$ cat config.mk
export PLATFORM = sky130hd
export DESIGN_NAME = apb_master_bridge
export DESIGN_NICKNAME = d
export VERILOG_FILES = /design/src/rtl/apb_pkg.sv /design/src/rtl/apb_timeout_cnt.sv /design/src/rtl/apb_master_bridge.sv
export SDC_FILE = /design/constraint.sdc
export NUM_CORES = 1
export LEC_CHECK = 0
export CORE_UTILIZATION = 23
export DETAILED_ROUTE_END_ITERATION = 10
export GPL_TIMING_DRIVEN = 0
export PLACE_DENSITY_LB_ADDON = 0.15
export SETUP_SLACK_MARGIN = 0.05
export SLEW_MARGIN = 20
export SYNTH_ARGS = -nofsm -noshare
export SYNTH_HDL_FRONTEND = slang
export SYNTH_SLANG_ARGS = --single-unit
$ cat constraint.sdc
create_clock -name PCLK -period 2.18 [get_ports PCLK]
set_input_delay 0.545 -clock PCLK [delete_from_list [all_inputs] [get_ports PCLK]]
set_output_delay 0.545 -clock PCLK [all_outputs]
set_load 0.01 [all_outputs]
$ cat src/rtl/apb_pkg.sv
// Shared definitions for the APB requester bridge: FSM state encoding,
// default bus widths, the Timer_8bit register map and a counter-width helper.
package apb_pkg;

    localparam int APB_ADDR_W = 2;
    localparam int APB_DATA_W = 8;

    typedef enum logic [1:0] {
        ST_IDLE   = 2'd0,
        ST_SETUP  = 2'd1,
        ST_ACCESS = 2'd2,
        ST_RESP   = 2'd3
    } apb_state_e;

    // Timer_8bit register map
    localparam logic [1:0] TIMER_TDR = 2'b00;
    localparam logic [1:0] TIMER_TCR = 2'b01;
    localparam logic [1:0] TIMER_TSR = 2'b10;

    // Width needed to hold 0..timeout; never narrower than one bit.
    function automatic int tmo_cnt_width(input int timeout);
        if (timeout <= 0) begin
            return 1;
        end
        return ($clog2(timeout + 1) < 1) ? 1 : $clog2(timeout + 1);
    endfunction

endpackage

$ cat src/rtl/apb_timeout_cnt.sv
// ACCESS-phase wait counter. Cleared on entry to ACCESS, counts cycles with
// PREADY low, saturates instead of wrapping, and flags the abort cycle.
module apb_timeout_cnt
    import apb_pkg::*;
#(
    parameter int TIMEOUT = 16
) (
    input  logic clk,
    input  logic rst,
    input  logic clr,
    input  logic en,
    output logic expired
);

    localparam int CNT_W = tmo_cnt_width(TIMEOUT);
    localparam int LIMIT = (TIMEOUT > 0) ? (TIMEOUT - 1) : 0;
    localparam logic [CNT_W-1:0] CNT_MAX = '1;

    logic [CNT_W-1:0] count_reg;

    // Wait-cycle counter: clear has priority, then saturating increment
    always_ff @(posedge clk or posedge rst) begin
        if (rst) begin
            count_reg <= '0;
        end else if (clr) begin
            count_reg <= '0;
        end else if (en && (count_reg != CNT_MAX)) begin
            count_reg <= count_reg + CNT_W'(1);
        end
    end

    // The abort cycle is the one where the count has reached TIMEOUT-1;
    // a zero TIMEOUT means the responder may stall forever.
    generate
        if (TIMEOUT == 0) begin : g_no_timeout
            assign expired = 1'b0;
        end else begin : g_timeout
            assign expired = (count_reg == CNT_W'(LIMIT));
        end
    endgenerate

endmodule

$ cat src/rtl/apb_master_bridge.sv
// APB requester: converts a valid/ready command stream into APB SETUP/ACCESS
// transfers and returns read data, slave error and timeout status on a held
// response channel. One command in flight at a time; every output registered.
module apb_master_bridge
    import apb_pkg::*;
#(
    parameter int ADDR_W  = APB_ADDR_W,
    parameter int DATA_W  = APB_DATA_W,
    parameter int TIMEOUT = 16
) (
    input  logic              PCLK,
    input  logic              PRESET,
    // command channel
    input  logic              cmd_valid,
    output logic              cmd_ready,
    input  logic              cmd_write,
    input  logic [ADDR_W-1:0] cmd_addr,
    input  logic [DATA_W-1:0] cmd_wdata,
    // response channel
    output logic              rsp_valid,
    input  logic              rsp_ready,
    output logic [DATA_W-1:0] rsp_rdata,
    output logic              rsp_err,
    output logic              rsp_timeout,
    // APB requester side
    output logic              PSEL,
    output logic              PENABLE,
    output logic              PWRITE,
    output logic [ADDR_W-1:0] PADDR,
    output logic [DATA_W-1:0] PWDATA,
    input  logic [DATA_W-1:0] PRDATA,
    input  logic              PREADY,
    input  logic              PSLVERR
);

    apb_state_e state_reg;

    logic tmo_clr;
    logic tmo_en;
    logic tmo_expired;

    // Counter starts from zero on the SETUP->ACCESS edge and only advances
    // while the responder is inserting wait states.
    assign tmo_clr = (state_reg == ST_SETUP);
    assign tmo_en  = (state_reg == ST_ACCESS) && !PREADY;

    apb_timeout_cnt #(
        .TIMEOUT (TIMEOUT)
    ) u_timeout_cnt (
        .clk     (PCLK),
        .rst     (PRESET),
        .clr     (tmo_clr),
        .en      (tmo_en),
        .expired (tmo_expired)
    );

    // Transfer FSM with all bus and response outputs registered
    always_ff @(posedge PCLK or posedge PRESET) begin
        if (PRESET) begin
            state_reg   <= ST_IDLE;
            cmd_ready   <= 1'b0;
            rsp_valid   <= 1'b0;
            rsp_rdata   <= '0;
            rsp_err     <= 1'b0;
            rsp_timeout <= 1'b0;
            PSEL        <= 1'b0;
            PENABLE     <= 1'b0;
            PWRITE      <= 1'b0;
            PADDR       <= '0;
            PWDATA      <= '0;
        end else begin
            case (state_reg)
                ST_IDLE: begin
                    // cmd_ready comes up one cycle after reset or a response
                    // handshake, so acceptance is qualified by the registered copy.
                    if (cmd_ready && cmd_valid) begin
                        PWRITE    <= cmd_write;
                        PADDR     <= cmd_addr;
                        PWDATA    <= cmd_wdata;
                        PSEL      <= 1'b1;
                        cmd_ready <= 1'b0;
                        state_reg <= ST_SETUP;
                    end else begin
                        cmd_ready <= 1'b1;
                    end
                end

                ST_SETUP: begin
                    PENABLE   <= 1'b1;
                    state_reg <= ST_ACCESS;
                end

                ST_ACCESS: begin
                    // Normal completion is checked first so PREADY on the
                    // limit cycle still completes the transfer.
                    if (PREADY) begin
                        rsp_rdata   <= PWRITE ? '0 : PRDATA;
                        rsp_err     <= PSLVERR;
                        rsp_timeout <= 1'b0;
                        rsp_valid   <= 1'b1;
                        PSEL        <= 1'b0;
                        PENABLE     <= 1'b0;
                        state_reg   <= ST_RESP;
                    end else if (tmo_expired) begin
                        rsp_rdata   <= '0;
                        rsp_err     <= 1'b0;
                        rsp_timeout <= 1'b1;
                        rsp_valid   <= 1'b1;
                        PSEL        <= 1'b0;
                        PENABLE     <= 1'b0;
                        state_reg   <= ST_RESP;
                    end
                end

                ST_RESP: begin
                    if (rsp_ready) begin
                        rsp_valid <= 1'b0;
                        cmd_ready <= 1'b1;
                        state_reg <= ST_IDLE;
                    end
                end

                default: begin
                    state_reg <= ST_IDLE;
                end
            endcase
        end
    end

endmodule
==> metrics.md, run 1 <==
| Metric | Value |
|---|---|
| Status | finished clean |
| Clock sink count | 32 |
| Root Buffer | clkbuf_8 |
| CTS Buf Count | 5 |
| DR iter-0 viols | 33 |
| Synth Area in XOR/XNOR | 0.01214 |
| Post-Synth Adder-Cell Area | 0.06938 |
| RSZ-0062 raised after global routing | yes |
| Row Count | 28 |
| Synthesized area per cell | 11.45 µm² |
| Worst-Margin Slew | 0.6727 ns |
| Leakage power | 0.9195 nW |
| Ant. Diodes | 0 |
| Vias in the first global route | 1197 |
| Max Cap Viol | 0 |
| CTS clock-pin slew for the worst setup and hold paths | 0.07 ns |
| Final Setup Violations | 0 |
| Slew Viols, Final | 0 |
| Compound-Gate Fraction of Synth Area | 0.09627 |
| Fillers | 600 |
| Peak supply drop | 0.0005158 V |
| IO Port Bufs | 48 |
| Clock Latency Late Sink | 0.28 ns |
| Req. time, crit path | 2.34 ns |
| Fmax | 511.1 MHz |
| Sequential area share after synthesis | 0.5551 |
| R2R setup slack | 0.22 ns |
| Post-Syn Nets | 159 |
| Initial Util | 0.2408 |
| Hold WS | 0.4847 ns |
| Count of different cell masters after synthesis | 29 |
| TritonCTS clock tree | yes |
| Warnings, synthesis | 0 |
| Total congestion overflow | 0 |
| Final setup TNS | 0 ns |
| Final period utilization | 0.8975 |
| Crit end category | register |
| Post_cts resized | 0 |
| Initial antenna violation count | 0 |
| Worst-path maximum fanout | 5 |
| Share of cells above drive strength 1 | 0.1538 |
| Synth Cell Area | 1443 µm² |
| Avg WL per Cell | 12.05 µm |
| Vias | 1112 |
| Core Box Area | 5991 µm² |
| Global-route wire length before repair | 5230 µm |
| Mux cell area share after synthesis | 0.1084 |
| Die width | 81.20 µm |
| Post-DP Area | 2017 µm² |
| IO Count | 50 |
| Gpl congestion | 0.7097 |
| Post-route antenna net violation count | 0 |
| Die Y | 81.20 µm |
| Final hold violation count | 0 |
| CTS Hold Buffers Added | 0 |
| Slew margin rel. | 0.5509 |
| Post-route cell area | 2147 µm² |
| Hold Path Class | reg2reg |
| PD cells | 1316 nW/µm² |
| Critical Path AT | 2.12 ns |
| H-tree levels | 2 |
| Nets | 214 |
| Crit path kind | reg2reg |
| Worst Skew | 0.004232 ns |
| Post-layout util | 0.3584 |
| Startpoint types | register |
| Final min period | 1.956 ns |
| Overall Power | 2.825 mW |
| Synth Instances | 126 |
| Post-CTS setup buffer count | 0 |
| Area growth syn-to-layout | 48.83% |
| DP HPWL | 2395 µm |
| Bufs on Longest Clock Path | 2 |
| Die ar. | 6593 µm² |
| DR vias/cell | 4.327 |
| Largest family of logic cells by synthesized area | simple AND/OR/NAND/NOR gates |
| Total Routed Length | 3098 µm |
| #FFs+latches synth | 32 |
| Drt first pass iters | 4 |
| Post-Synth Simple-Gate Area | 0.1275 |
| Largest net degree at the start of global routing | 33 |
| Total GRT Usage | 0.1051 |
| # DRC | 0 |
[per-stage QoR]
stage	std cells	setup slack (ns)
finish	257	0.2236
global route	257	0.04296
CTS	257	0.09913
detailed placement	249	0.1197
global placement	249	0.1672
floorplan	126	0.3769
[cells by family after synthesis]
logic type,after synthesis
xor+xnor,2
buf+inv,9
flops,32
mux,14
fa+ha+maj,8
compound gates,23
simple gates,38
[worst max-delay path, cell delays in order (launching register included)]
cell and delay [ns]:
dfrtp_1 0.39, ha_1 0.18, and3_1 0.19, ha_1 0.25, nor2_1 0.10, a211oi_1 0.36, mux2_2 0.37
[cells in the mapped netlist]
cell | count | area share
inv_1 | 4 | 0.010
or4_1 | 1 | 0.0052
buf_2 | 3 | 0.010
nor2_1 | 9 | 0.023
ha_1 | 8 | 0.069
mux2_2 | 12 | 0.094
o21a_1 | 1 | 0.0052
buf_1 | 1 | 0.0026
dfrtp_1 | 32 | 0.56
buf_6 | 1 | 0.0078
o21ai_0 | 12 | 0.042
nor3b_4 | 1 | 0.013
nand4_1 | 1 | 0.0043
mux2i_1 | 1 | 0.0069
o22a_1 | 1 | 0.0061
o21ai_1 | 1 | 0.0035
and3_1 | 1 | 0.0043
o311ai_0 | 1 | 0.0061
nand2_1 | 20 | 0.052
xnor2_1 | 2 | 0.012
and4bb_2 | 1 | 0.0087
nor2b_1 | 3 | 0.013
mux2_1 | 1 | 0.0078
a211oi_1 | 2 | 0.010
a21boi_0 | 1 | 0.0052
a31oi_1 | 1 | 0.0043
a21oi_1 | 2 | 0.0069
nand3_1 | 1 | 0.0035
a32o_1 | 1 | 0.0069
[path summary, 6_finish.rpt]
kind | start | endpoint | cells past startpoint
worst max-delay path | u_timeout_cnt.count_reg[0]$_DFFE_PP0P_ | state_reg[1]$_DFFE_PP0P_ | 6
min in group asynchronous | PRESET | rsp_rdata[3]$_DFFE_PP0P_ | 2
worst max register to register | u_timeout_cnt.count_reg[0]$_DFFE_PP0P_ | state_reg[1]$_DFFE_PP0P_ | 6
max in group asynchronous | PRESET | rsp_rdata[6]$_DFFE_PP0P_ | 2
worst min-delay path | rsp_rdata[4]$_DFFE_PP0P_ | rsp_rdata[4]$_DFFE_PP0P_ | 2
worst min register to register | rsp_rdata[4]$_DFFE_PP0P_ | rsp_rdata[4]$_DFFE_PP0P_ | 2
[power breakdown]
group | switching [mW] | internal (mW)
registers | 0.157 | 0.847
logic | 0.514 | 0.694
clock network | 0.209 | 0.403
total | 0.881 | 1.94
[layout by cell type, fill, tap and decap left out, types with 3 or more instances in the layout]
| cell type | instances |
|---|---|
| o21ai_0 | 12 |
| dfrtp_1 | 32 |
| inv_1 | 3 |
| ha_1 | 8 |
| clkbuf_8 | 7 |
| clkdlybuf4s50_1 | 48 |
| nand2_1 | 20 |
| buf_2 | 3 |
| nor2_1 | 9 |
| mux2_2 | 12 |
| nor2b_1 | 3 |
[routing by layer]
metal  GRT usage  routed length, µm  up-vias
li1            -                  -      542
met1      0.1196               1330      532
met2      0.1756               1517       31
met3     0.04382                213        7
met4     0.03750                 37        0
met5           0                  0        -
[layout make-up]
cell class	count	area, µm²	share of cell area
buffer	5	30.03	0.01399
clock buffer	7	96.34	0.04487
clock inverter	1	30.03	0.01399
inverter	4	15.01	0.006993
multi-input combinational	85	600.6	0.2797
sequential	32	800.8	0.3730
tap	75	93.84	0.04371
timing repair buffer	48	480.5	0.2238
No activity file was read; power rests on OpenSTA's default activity.
==> run 2: changes to the inputs <==
--- a/config.mk
+++ b/config.mk
@@ -5,12 +5,13 @@
 export SDC_FILE = /design/constraint.sdc
 export NUM_CORES = 1
 export LEC_CHECK = 0
+export CORE_MARGIN = 2
 export CORE_UTILIZATION = 23
 export DETAILED_ROUTE_END_ITERATION = 10
 export GPL_TIMING_DRIVEN = 0
 export PLACE_DENSITY_LB_ADDON = 0.15
 export SETUP_SLACK_MARGIN = 0.05
-export SLEW_MARGIN = 20
+export SLEW_MARGIN = 30
 export SYNTH_ARGS = -nofsm -noshare
 export SYNTH_HDL_FRONTEND = slang
 export SYNTH_SLANG_ARGS = --single-unit
==> metrics.md, run 2 (synthesis results as in run 1) <==
| Metric | Value |
|---|---|
| DP Worst Slack | 0.1298 ns |
| Hold WS | 0.4789 ns |
| CP dominant cell by count | ha_1 |
| Avg WL per Cell | 12.65 µm |
| Crit end category | register |
| Gpl congestion | 0.7185 |
| Worst flop-to-flop path startpoint | u_timeout_cnt.count_reg[0]$_DFFE_PP0P_ |
| Die ar. | 6921 µm² |
| Row Count | 28 |
| Fmax | 513.0 MHz |
| Die width | 83.20 µm |
| Bufs on Longest Clock Path | 2 |
| CTS Buf Count | 5 |
| Core Box Area | 5991 µm² |
| R2R setup slack | 0.23 ns |
| Clock Latency Late Sink | 0.28 ns |
| Final Setup Violations | 0 |
| Hold Path End | rsp_rdata[4]$_DFFE_PP0P_ |
| CTS clock-pin slew for the worst setup and hold paths | 0.07 ns |
| Vias in the first global route | 1177 |
| Clock sink count | 32 |
| Fillers | 595 |
| Area growth syn-to-layout | 48.83% |
| Vias | 1088 |
| IO Port Bufs | 48 |
| Post-DP Area | 2017 µm² |
| CTS Hold Buffers Added | 0 |
| H-tree levels | 2 |
| Total congestion overflow | 0 |
| Peak supply drop | 0.0004885 V |
| HP Start | rsp_rdata[4]$_DFFE_PP0P_ |
| Share of cells above drive strength 1 | 0.1538 |
| TritonCTS clock tree | yes |
| RSZ-0062 raised after global routing | no |
| Die Y | 83.20 µm |
| Most common cell after layout, fill and taps aside | clkdlybuf4s50_1 |
| DR vias/cell | 4.233 |
| Post-route cell area | 2147 µm² |
| R2R cell count | 6 |
| Post-route antenna net violation count | 0 |
| Crit-path leading delay family | adder cells |
| Buf+Inv Stages, Crit Path | 0 |
| Slowest stage delay, CP | 0.39 ns |
| Drt first pass iters | 4 |
| Final min period | 1.949 ns |
| DP HPWL | 2483 µm |
| Initial Util | 0.2408 |
| Largest net degree at the start of global routing | 33 |
| Most frequent cells in the layout | clkdlybuf4s50_1 (48), dfrtp_1 (32), nand2_1 (20) |
| Nets | 214 |
| Startpoint types | register |
| Max Cap Viol | 0 |
| Total GRT Usage | 0.09694 |
| # DRC | 0 |
| Worst-path maximum fanout | 5 |
| Hold Path Class | reg2reg |
| Slew margin rel. | 0.5537 |
| Slew Viols, Final | 0 |
| Min-Delay Path Depth | 2 |
| Crit path kind | reg2reg |
| Initial antenna violation count | 0 |
| Slowest stage cell, crit path | dfrtp_1 |
| DR iter-0 viols | 18 |
| Capturing point of the worst reg2reg path | state_reg[1]$_DFFE_PP0P_ |
| Total Routed Length | 3251 µm |
| Worst Skew | 0.009274 ns |
| Leakage power | 0.9195 nW |
| IO Count | 50 |
| Final setup TNS | 0 ns |
| Final hold violation count | 0 |
| Global-route wire length before repair | 5416 µm |
| Worst-Margin Slew | 0.6684 ns |
| Critical Path AT | 2.12 ns |
| Ant. Diodes | 0 |
| Worst setup margin | 0.2308 ns |
| Root Buffer | clkbuf_8 |
| PD cells | 1313 nW/µm² |
| Final period utilization | 0.8941 |
| Cells along the critical path | ha_1, and3_1, ha_1, nor2_1, a211oi_1, mux2_2 |
| Status | finished clean |
| Req. time, crit path | 2.35 ns |
run 2: worst reg2reg max path: stages (launching register included):
cell and delay, ns:
dfrtp_1 0.39, ha_1 0.18, and3_1 0.20, ha_1 0.26, nor2_1 0.11, a211oi_1 0.33
mux2_2 0.37
run 2: worst max path at each step:
stage,slack (ns),to,cells after the start,start
2_1_floorplan,0.38,u_timeout_cnt.count_reg[3]$_DFFE_PP0P_,6,u_timeout_cnt.count_reg[0]$_DFFE_PP0P_
3_3_place_gp,0.16,rsp_timeout$_DFFE_PP0P_,2,PRESET
3_5_place_dp,0.13,rsp_rdata[0]$_DFFE_PP0P_,6,u_timeout_cnt.count_reg[0]$_DFFE_PP0P_
4_1_cts,0.11,rsp_rdata[0]$_DFFE_PP0P_,6,u_timeout_cnt.count_reg[0]$_DFFE_PP0P_
5_1_grt,0.1,state_reg[1]$_DFFE_PP0P_,6,u_timeout_cnt.count_reg[0]$_DFFE_PP0P_
6_report,0.23,state_reg[1]$_DFFE_PP0P_,6,u_timeout_cnt.count_reg[0]$_DFFE_PP0P_
run 2: through the flow:
step             util  total power [mW]  std cells
2_1_floorplan       -             1.622        126
3_3_place_gp   0.3367             2.201        249
3_5_place_dp   0.3367             2.235        249
4_1_cts        0.3578             2.866        257
5_1_grt        0.3584             3.027        257
6_report       0.3584             2.818        257
run 2: final cells by class:
class	count	area [µm²]	area share
Clock buffer	7	96.34	0.04487
Buffer	5	30.03	0.01399
Tap cell	75	93.84	0.04371
Multi-Input combinational cell	85	600.6	0.2797
Sequential cell	32	800.8	0.3730
Timing Repair Buffer	48	480.5	0.2238
Inverter	4	15.01	0.006993
Clock inverter	1	30.03	0.01399
run 2: repair_timing:
action | in CTS | in global routing
resized for setup | 0 | 1
buffers inserted | 0 | 0
setup endpoints to repair | 0 | 8
hold endpoints to repair | 0 | 0
run 2: power breakdown:
group          switching (mW)  internal, mW
clock network           0.208         0.403
logic                   0.510         0.693
registers               0.157         0.847
run 2: routing by layer:
metal  wire length (µm)  vias to the layer above  GRT usage
li1                   -                      544          -
met1               1425                      510     0.1110
met2               1573                       31     0.1628
met3                234                        3    0.04175
met4                 17                        0    0.03130
met5                  0                        -          0
==> run 3: changes to the inputs <==
--- a/config.mk
+++ b/config.mk
@@ -5,13 +5,13 @@
 export SDC_FILE = /design/constraint.sdc
 export NUM_CORES = 1
 export LEC_CHECK = 0
+export ABC_AREA = 1
 export CORE_MARGIN = 2
 export CORE_UTILIZATION = 23
 export DETAILED_ROUTE_END_ITERATION = 10
 export GPL_TIMING_DRIVEN = 0
 export PLACE_DENSITY_LB_ADDON = 0.15
 export SETUP_SLACK_MARGIN = 0.05
-export SLEW_MARGIN = 30
 export SYNTH_ARGS = -nofsm -noshare
 export SYNTH_HDL_FRONTEND = slang
 export SYNTH_SLANG_ARGS = --single-unit
==> metrics.md, run 3 <==
| Metric | Value |
|---|---|
| Final hold violation count | 0 |
| Drt first pass iters | 4 |
| Warnings, synthesis | 0 |
| Final setup TNS | 0 ns |
| Largest net degree at the start of global routing | 33 |
| Cells along the critical path | clkdlybuf4s50_1 |
| Total Routed Length | 3414 µm |
| Gpl congestion | 0.6824 |
| Global-route wire length before repair | 5906 µm |
| Post-route antenna net violation count | 0 |
| Crit end category | primary output |
| Crit path kind | reg2out |
| Final Setup Violations | 0 |
| Post-synth top area cell | dfrtp_1 |
| Most frequent cells in the layout | nand2_1 (70), clkdlybuf4s50_1 (49), dfrtp_1 (32) |
| Clock Latency Late Sink | 0.28 ns |
| Startpoint types | register |
| Synth Instances | 173 |
| Grt peak-use layer | met1 |
| Area growth syn-to-layout | 46.86% |
| Final min period | 1.869 ns |
| Bufs on Longest Clock Path | 2 |
| Buf+Inv Stages, Crit Path | 1 |
| Req. time, crit path | 1.63 ns |
| Die ar. | 7076 µm² |
| Final period utilization | 0.8575 |
| Leakage power | 1.071 nW |
| Asr flop ratio synth | 1.000 |
| Post_cts resized | 0 |
| Share of cells above drive strength 1 | 0.07391 |
| CTS Hold Buffers Added | 0 |
| FF+latch area | 800.8 µm² |
| Status | finished clean |
| Vias | 1246 |
| Synthesized area per cell | 8.534 µm² |
| Slowest stage delay, CP | 0.59 ns |
| Slew Viols, Final | 0 |
| Count of different cell masters after synthesis | 18 |
| Peak supply drop | 0.0005359 V |
| Count leader, synth | nand2_1 |
| Root Buffer | clkbuf_8 |
| PD cells | 1195 nW/µm² |
| Clock sink count | 32 |
| Avg WL per Cell | 11.12 µm |
| Crit-path leading delay family | buffers and inverters |
| Worst-Margin Slew | 0.7172 ns |
| Critical Path AT | 1.32 ns |
| Nets | 263 |
| DP HPWL | 2477 µm |
| Post-Syn Nets | 206 |
| GR met3 Demand/Resource | 0.03759 |
| Ant. Diodes | 0 |
| Sequential area share after synthesis | 0.5424 |
| Total GRT Usage | 0.1055 |
| Die Y | 84.12 µm |
| Max Cap Viol | 0 |
| Slowest stage cell, crit path | clkdlybuf4s50_1 |
| Ys flop type | dfrtp_1 |
| RSZ-0062 raised after global routing | no |
| Post-CTS setup buffer count | 0 |
| Worst-path maximum fanout | 3 |
| DR iter-0 viols | 40 |
| # DRC | 0 |
| Synth cell count leaders | nand2_1 (70), dfrtp_1 (32), inv_1 (16) |
| Slew margin rel. | 0.5189 |
| Initial antenna violation count | 0 |
| TritonCTS clock tree | yes |
| Hold Path Class | reg2reg |
| Most common cell after layout, fill and taps aside | nand2_1 |
| CTS Buf Count | 5 |
| Fillers | 685 |
| IO Count | 50 |
| H-tree levels | 2 |
| Met1 Use GR | 0.1509 |
| Row Count | 29 |
| Vias in the first global route | 1242 |
| DR vias/cell | 4.059 |
| Die width | 84.12 µm |
| CTS clock-pin slew for the worst setup and hold paths | 0.06 ns |
| Final instance count without filler cells | 307 |
| Synth Cell Area | 1476 µm² |
| Inst Count DP | 299 |
| #FFs+latches synth | 32 |
| Total congestion overflow | 0 |
| IO Port Bufs | 49 |
| Core Box Area | 6277 µm² |
| Post-synth EDFFs | 0 |
| Synth top area share | 0.5424 |
| Multi-input gate area | 583.1 µm² |
| Synth top area cells | dfrtp_1 (54%), nand2_1 (18%), ha_1 (6.8%), nand3_1 (5.1%), inv_1 (4.1%) |
| Worst Skew | 0.003502 ns |
| Fmax | 534.9 MHz |
| GR Layer Usage met2 | 0.1436 |
| Initial Util | 0.2352 |
[run 3: path summary, 6_finish.rpt]
kind,startpoint,endpoint,slack [ns],cells past startpoint
max reg2reg,u_timeout_cnt.count_reg[0]$_DFFE_PP0P_,state_reg[1]$_DFFE_PP0P_,0.60,8
min,PADDR[1]$_DFFE_PP0P_,PADDR[1]$_DFFE_PP0P_,0.47,2
min reg2reg,PADDR[1]$_DFFE_PP0P_,PADDR[1]$_DFFE_PP0P_,0.47,2
min in group asynchronous,PRESET,rsp_rdata[2]$_DFFE_PP0P_,0.60,2
max in group asynchronous,PRESET,state_reg[1]$_DFFE_PP0P_,1.11,3
max,PWRITE$_DFFE_PP0P_,PWRITE,0.31,1
[run 3: where the power goes]
part	internal, mW	total (mW)	switching, mW
Combinational	0.598	1.18	0.587
Clock	0.217	0.422	0.205
Sequential	0.832	0.985	0.153
Total	1.65	2.59	0.945
[run 3: routing by layer]
metal / share of wire / up-vias
li1: - / 649
met2: 0.42 / 40
met3: 0.073 / 7
met4: 0.016 / 0
met5: 0 / -
met1: 0.49 / 550
[run 3: final cells by class]
cell class | count | share of cell area
Clock buffer | 6 | 0.03347
Clock inverter | 1 | 0.002308
Inverter | 19 | 0.03289
Multi-Input combinational cell | 119 | 0.2689
Timing Repair Buffer | 50 | 0.2389
Sequential cell | 32 | 0.3693
Buffer | 3 | 0.009810
Tap cell | 77 | 0.04443
[run 3: logic make-up after synthesis]
family	after synthesis	share of synthesized area
and+or+nand+nor	99	0.2822
DFF	32	0.5424
buffers and inverters	22	0.06271
AOI/OAI and AO/OA	11	0.03898
adders and majority gates	8	0.06780
xor gates and xnor gates	1	0.005933
[run 3: through the flow]
stage | power, mW | setup WS (ns) | cell area [µm²] | hold slack [ns] | utilization
after floorplan | 1.602 | 0.7476 | 1476 | 0.4997 | -
after global placement | 2.192 | 0.06695 | 2063 | 0.4539 | 0.3287
after detailed placement | 2.195 | 0.06948 | 2063 | 0.4633 | 0.3287
after CTS | 2.643 | 0.2756 | 2141 | 0.4784 | 0.3410
after global routing | 2.833 | 0.2511 | 2168 | 0.4963 | 0.3454
final | 2.591 | 0.3106 | 2168 | 0.4705 | 0.3454
==> variant 1: new RTL, settings of run 1 <==
`TIMEOUT` is set to 16 in 2 places; all go to 32.
--- a/src/rtl/apb_timeout_cnt.sv
+++ b/src/rtl/apb_timeout_cnt.sv
@@ -3,7 +3,7 @@
 module apb_timeout_cnt
     import apb_pkg::*;
 #(
-    parameter int TIMEOUT = 16
+    parameter int TIMEOUT = 32
 ) (
     input  logic clk,
     input  logic rst,
--- a/src/rtl/apb_master_bridge.sv
+++ b/src/rtl/apb_master_bridge.sv
@@ -6,7 +6,7 @@
 #(
     parameter int ADDR_W  = APB_ADDR_W,
     parameter int DATA_W  = APB_DATA_W,
-    parameter int TIMEOUT = 16
+    parameter int TIMEOUT = 32
 ) (
     input  logic              PCLK,
     input  logic              PRESET,
Function: same outputs for any inputs over 10 cycles, from zero or initial values and one cycle with PRESET high; that may be too few to reach the edited logic, so the function may still have changed.
==> variant 1 against run 1 <==
  * Clock power is 30% lower
  * First-iteration DRC count increased by 82%
  * Cell count shrank 3.5%
  * Critical path depth is 5 lower
  * Routed wire length grew 3.6%
  * Utilization is 0.86 points lower
  * Worst setup slack better by 0.16 ns
  * Total power down 6.8%
  * Synthesized area decreased by 0.26%
  * Sequential cell count increased by 1
  * Final area fell by 2.4%
  * Sequential share of layout area increased by 2.1 points
  * Critical path type is now reg2out
  * Critical endpoint is now cmd_ready
  * Largest cell class unchanged
==> variant 1: results (changes against run 1) <==
| Metric | Value |
|---|---|
| Outcome | finished, final reports clean |
| DRT iter0 DRCs | 60 (+82%) |
| Total CTS buffers | 5 (unchanged) |
| Seq Cell Count | 33 (+3.1%) |
| Clock-cell share | 0.0394 (-0.0195) |
| Initial antenna violation count | 0 (unchanged) |
| Pin count of the biggest net entering global routing | 34 (+3.0%) |
| Area Growth Syn to Fin | 45.7% |
| Max Used Layer | met4 |
| Total number of vias | 1097 (-1.3%) |
| Met3 Use GR | 0.0517 (+0.00787) |
| Total Routing Usage GR | 0.104 (-0.00101) |
| Worst VDD drop | 0.464 mV (-10%) |
| First-pass GRT wire length | 5150 um (-1.6%) |
| Post-cts sizing count | 0 (unchanged) |
| Syn_area_per_cell | 12.3 sq um (+7.4%) |
| H-tree depth | 2 (unchanged) |
| Hpwl dp | 2330 um (-2.6%) |
| Fillers | 590 (-1.7%) |
| Max incr delay on CP | 0.58 ns (+0.19 ns) |
| Placer's final routability congestion estimate | 0.716 (+0.85%) |
| Multi-input combinational cell count | 78 (-8.2%) |
| Sequential area share after synthesis | 0.574 (+0.0188) |
| Signal buffers | 51 (-3.8%) |
| Pleak | 0.878 nW (-4.5%) |
| M1 WL | 1440 um (+8.2%) |
| Synth top area cells | dfrtp_1 (57%), mux2_2 (8.6%), a22o_1 (5.5%) |
| # DRC | 0 (unchanged) |
| Placed inst area | 2010 sq um (-0.19%) |
| Worst slew pin tran | 0.684 ns (+0.0112 ns) |
| Buffering overhead | 0.236 (-0.00194) |
| Skew final | 0.00254 ns (-0.00170 ns) |
| Placed insts | 240 (-3.6%) |
| Synth top cells by count | dfrtp_1 (33), mux2_2 (11), nor2_1 (11), a22o_1 (9) |
| Total wire length | 3210 um (+3.6%) |
| Inverters | 3 (-1) |
| Met2 Resource Use GR | 0.158 (-0.0176) |
| Clock Path Buffers | 2 (unchanged) |
| M1 GR Usage | 0.129 (+0.00912) |
| Share of layout cells above drive strength 1 | 0.145 (-0.00934) |
| Sw frac | 0.322 (+0.0104) |
| Multi-input logic area | 588 sq um (-2.1%) |
| Worst reg2reg setup slack | 0.46 ns (+0.24 ns) |
| Syn nets | 147 (-7.5%) |
| Cell family with most CP delay | buffers and inverters |
| Final Non-Filler Cells | 248 (-3.5%) |
| Critical path's slowest cell | clkdlybuf4s50_1 |
| Power Density | 1260 nW/um^2 (-4.5%) |
| Seq/total area | 0.394 (+0.0211) |
| Layout Nets | 202 (-5.6%) |
| Synth unique cells | 32 (+10%) |
| Antenna Cells | 0 (unchanged) |
| Clock buf count | 6 (-1) |
| Met2 routed WL | 1470 um (-2.8%) |
| Met3 routed WL | 282 um (+32%) |
[variant 1: cell types whose count changed after synthesis, sizes merged, moves of 2 or more]
cell	change
a22o	+9
a31oi	+2
buf	-3
ha	-3
nand2	-13
nand3	+3
nor2	+2
nor3	+3
o21ai	-8
xnor2	-2
[variant 1: final timing paths]
| check | startpoint | to | cells past startpoint |
|---|---|---|---|
| max | cmd_ready$_DFFE_PP0P_ | cmd_ready | 1 |
| min | rsp_err$_DFFE_PP0P_ | rsp_err$_DFFE_PP0P_ | 1 |
| max reg2reg | state_reg[0]$_DFFE_PP0P_ | rsp_rdata[1]$_DFFE_PP0P_ | 6 |
| min reg2reg | rsp_err$_DFFE_PP0P_ | rsp_err$_DFFE_PP0P_ | 1 |
| max in group asynchronous | PRESET | rsp_timeout$_DFFE_PP0P_ | 2 |
| min in group asynchronous | PRESET | PWDATA[1]$_DFFE_PP0P_ | 2 |
[variant 1: cells by family (layout without fill, tap and decap cells)]
kind of cell	after synthesis	count (layout)	synth area share
multiplexers	13	13	0.101
buffers and inverters	6	62	0.0174
adder cells (fa/ha/maj)	5	5	0.0435
AO/OA/AOI/OAI	29	29	0.153
flip-flops	33	33	0.574
AND/OR/NAND/NOR	30	30	0.105
XOR/XNOR	1	1	0.00609
[variant 1: power groups by stage]
stage | logic [mW] | clock network (mW) | registers (mW)
global placement | 1.18 | 0 | 1.02
finish | 1.18 | 0.430 | 1.02
floorplan | 0.518 | 0 | 1.11
CTS | 1.20 | 0.454 | 1.03
detailed placement | 1.20 | 0 | 1.03
global route | 1.29 | 0.487 | 1.06
[variant 1: per-stage QoR]
step	hold slack, ns	setup slack, ns
after floorplan	0.484	0.607
after global placement	0.474	0.135
after detailed placement	0.481	0.230
after CTS	0.496	0.351
after global routing	0.521	0.296
final	0.490	0.379
==> variant 2: new RTL, settings of run 1 <==
Made on the original files. Make the reset (`PRESET` and `rst`) synchronous in 2 clocked blocks.
--- a/src/rtl/apb_timeout_cnt.sv
+++ b/src/rtl/apb_timeout_cnt.sv
@@ -19,7 +19,7 @@
     logic [CNT_W-1:0] count_reg;
 
     // Wait-cycle counter: clear has priority, then saturating increment
-    always_ff @(posedge clk or posedge rst) begin
+    always_ff @(posedge clk) begin
         if (rst) begin
             count_reg <= '0;
         end else if (clr) begin
--- a/src/rtl/apb_master_bridge.sv
+++ b/src/rtl/apb_master_bridge.sv
@@ -55,7 +55,7 @@
     );
 
     // Transfer FSM with all bus and response outputs registered
-    always_ff @(posedge PCLK or posedge PRESET) begin
+    always_ff @(posedge PCLK) begin
         if (PRESET) begin
             state_reg   <= ST_IDLE;
             cmd_ready   <= 1'b0;
Check against the original RTL: differs if PRESET is asserted again (counterexample within 4 cycles, from zero or initial values and one cycle with PRESET high); with PRESET held inactive, the same outputs for 10 cycles.
==> variant 2 against run 1 <==
  * Maximum frequency is 0.23% lower
  * Synthesized area is 11% lower
  * Count of clock-buffer cells in the layout is 1 lower
  * Sequential share of layout area is 4.4 points lower
  * Utilization is 1.4 points higher
  * Critical endpoint is now rsp_rdata[1]$_SDFFE_PP0P_
  * Worst setup slack worse by 0.0044 ns
  * Routed wire length is 0.58% higher
  * Die area is 10% lower
  * Sequential cell count stayed put
  * Synthesized cell count is 10% higher
  * Final area is 9.2% lower
Power is not compared: it rests on default switching activity, and its combinational part moved more than twofold at a synthesized area within 25%.
==> variant 2: results (changes against run 1) <==
| Metric | Value |
|---|---|
| Outcome | finished, final reports clean |
| Skew final | 0.00600 ns (+0.00177 ns) |
| Post-layout min period | 1.96 ns (+0.00444 ns) |
| DRT iter0 DRCs | 19 (-42%) |
| Met3 Use GR | 0.0429 (-0.000963) |
| Placed inst area | 1860 sq um (-7.9%) |
| Total Routing Usage GR | 0.117 (+0.0114) |
| Fillers | 547 (-8.8%) |
| Worst setup startpoint | PREADY |
| Crit path max fanout | 8 (+3) |
| R2r worst-path depth | 7 (+1) |
| Critical path's slowest cell | nor3_1 |
| Max incr delay on CP | 0.68 ns (+0.29 ns) |
| Vias per cell | 4.39 (+1.5%) |
| Synth top cells by count | dfxtp_1 (32), nand2_1 (27), a21oi_1 (15), a22o_1 (8), ha_1 (8) |
| Vias in the first global route | 1146 (-4.3%) |
| First-pass GRT wire length | 5370 um (+2.6%) |
| Layout Nets | 227 (+6.1%) |
| Mapped Cells | 139 (+10%) |
| Final Non-Filler Cells | 265 (+3.1%) |
| M1 GR Usage | 0.147 (+0.0270) |
| Sequential area share after synthesis | 0.497 (-0.0580) |
| Pre-CTS WS | -0.110 ns (-0.230 ns) |
| Synth unique cells | 32 (+10%) |
| Share of layout cells above drive strength 1 | 0.0769 (-0.0769) |
==> variant 2: worst min-delay path by stage <==
stage / startpoint / endpoint / cells after the start / slack [ns]
6_report: PWDATA[7]$_SDFFE_PP0P_ / PWDATA[7]$_SDFFE_PP0P_ / 2 / 0.45
5_1_grt: PADDR[0]$_SDFFE_PP0P_ / PADDR[0]$_SDFFE_PP0P_ / 2 / 0.48
4_1_cts: PWDATA[7]$_SDFFE_PP0P_ / PWDATA[7]$_SDFFE_PP0P_ / 2 / 0.46
3_5_place_dp: PWDATA[7]$_SDFFE_PP0P_ / PWDATA[7]$_SDFFE_PP0P_ / 2 / 0.45
3_3_place_gp: PADDR[0]$_SDFFE_PP0P_ / PADDR[0]$_SDFFE_PP0P_ / 2 / 0.44
2_1_floorplan: u_timeout_cnt.count_reg[1]$_SDFFE_PP0P_ / u_timeout_cnt.count_reg[1]$_SDFFE_PP0P_ / 2 / 0.45
==> variant 2: layout make-up <==
cell class,count,area share
buffer,6,0.0128
clock buffer,6,0.0424
clock inverter,2,0.00513
inverter,4,0.00770
multi-input combinational,97,0.312
sequential,32,0.329
tap,70,0.0449
timing repair buffer,48,0.246
==> variant 2: metal layers <==
layer  wire length (um)  part of all wire
met2               1340              0.43
met1               1510              0.48
met4                 72             0.023
met5                  0                 0
met3                190             0.061
==> variant 2: worst max-delay path: cells and delay by family <==
family	cells	cell delay (ns)
simple gates	2	0.77
buf+inv	1	0.62
compound gates	1	0.24
==> variant 2: per-stage QoR <==
step	hold WS (ns)	power, mW
2_1_floorplan	0.452	1.06
3_3_place_gp	0.444	1.31
3_5_place_dp	0.449	1.32
4_1_cts	0.459	1.80
5_1_grt	0.480	1.90
6_report	0.455	1.77
==> variant 2: kinds of logic (layout without fill, tap and decap cells) <==
kind of cell    count (synthesis)  after routing  synth area share
xor+xnor                        2              2            0.0136
mux                             1              1           0.00874
compound gates                 36             36             0.187
buf+inv                        10             66            0.0311
fa+ha+maj                       8              8            0.0777
simple gates                   50             50             0.184
flops                          32             32             0.497
==> variant 2: report_power, final <==
group | switching (mW) | internal, mW
clock network | 0.215 | 0.252
registers | 0.0587 | 0.674
logic | 0.273 | 0.294
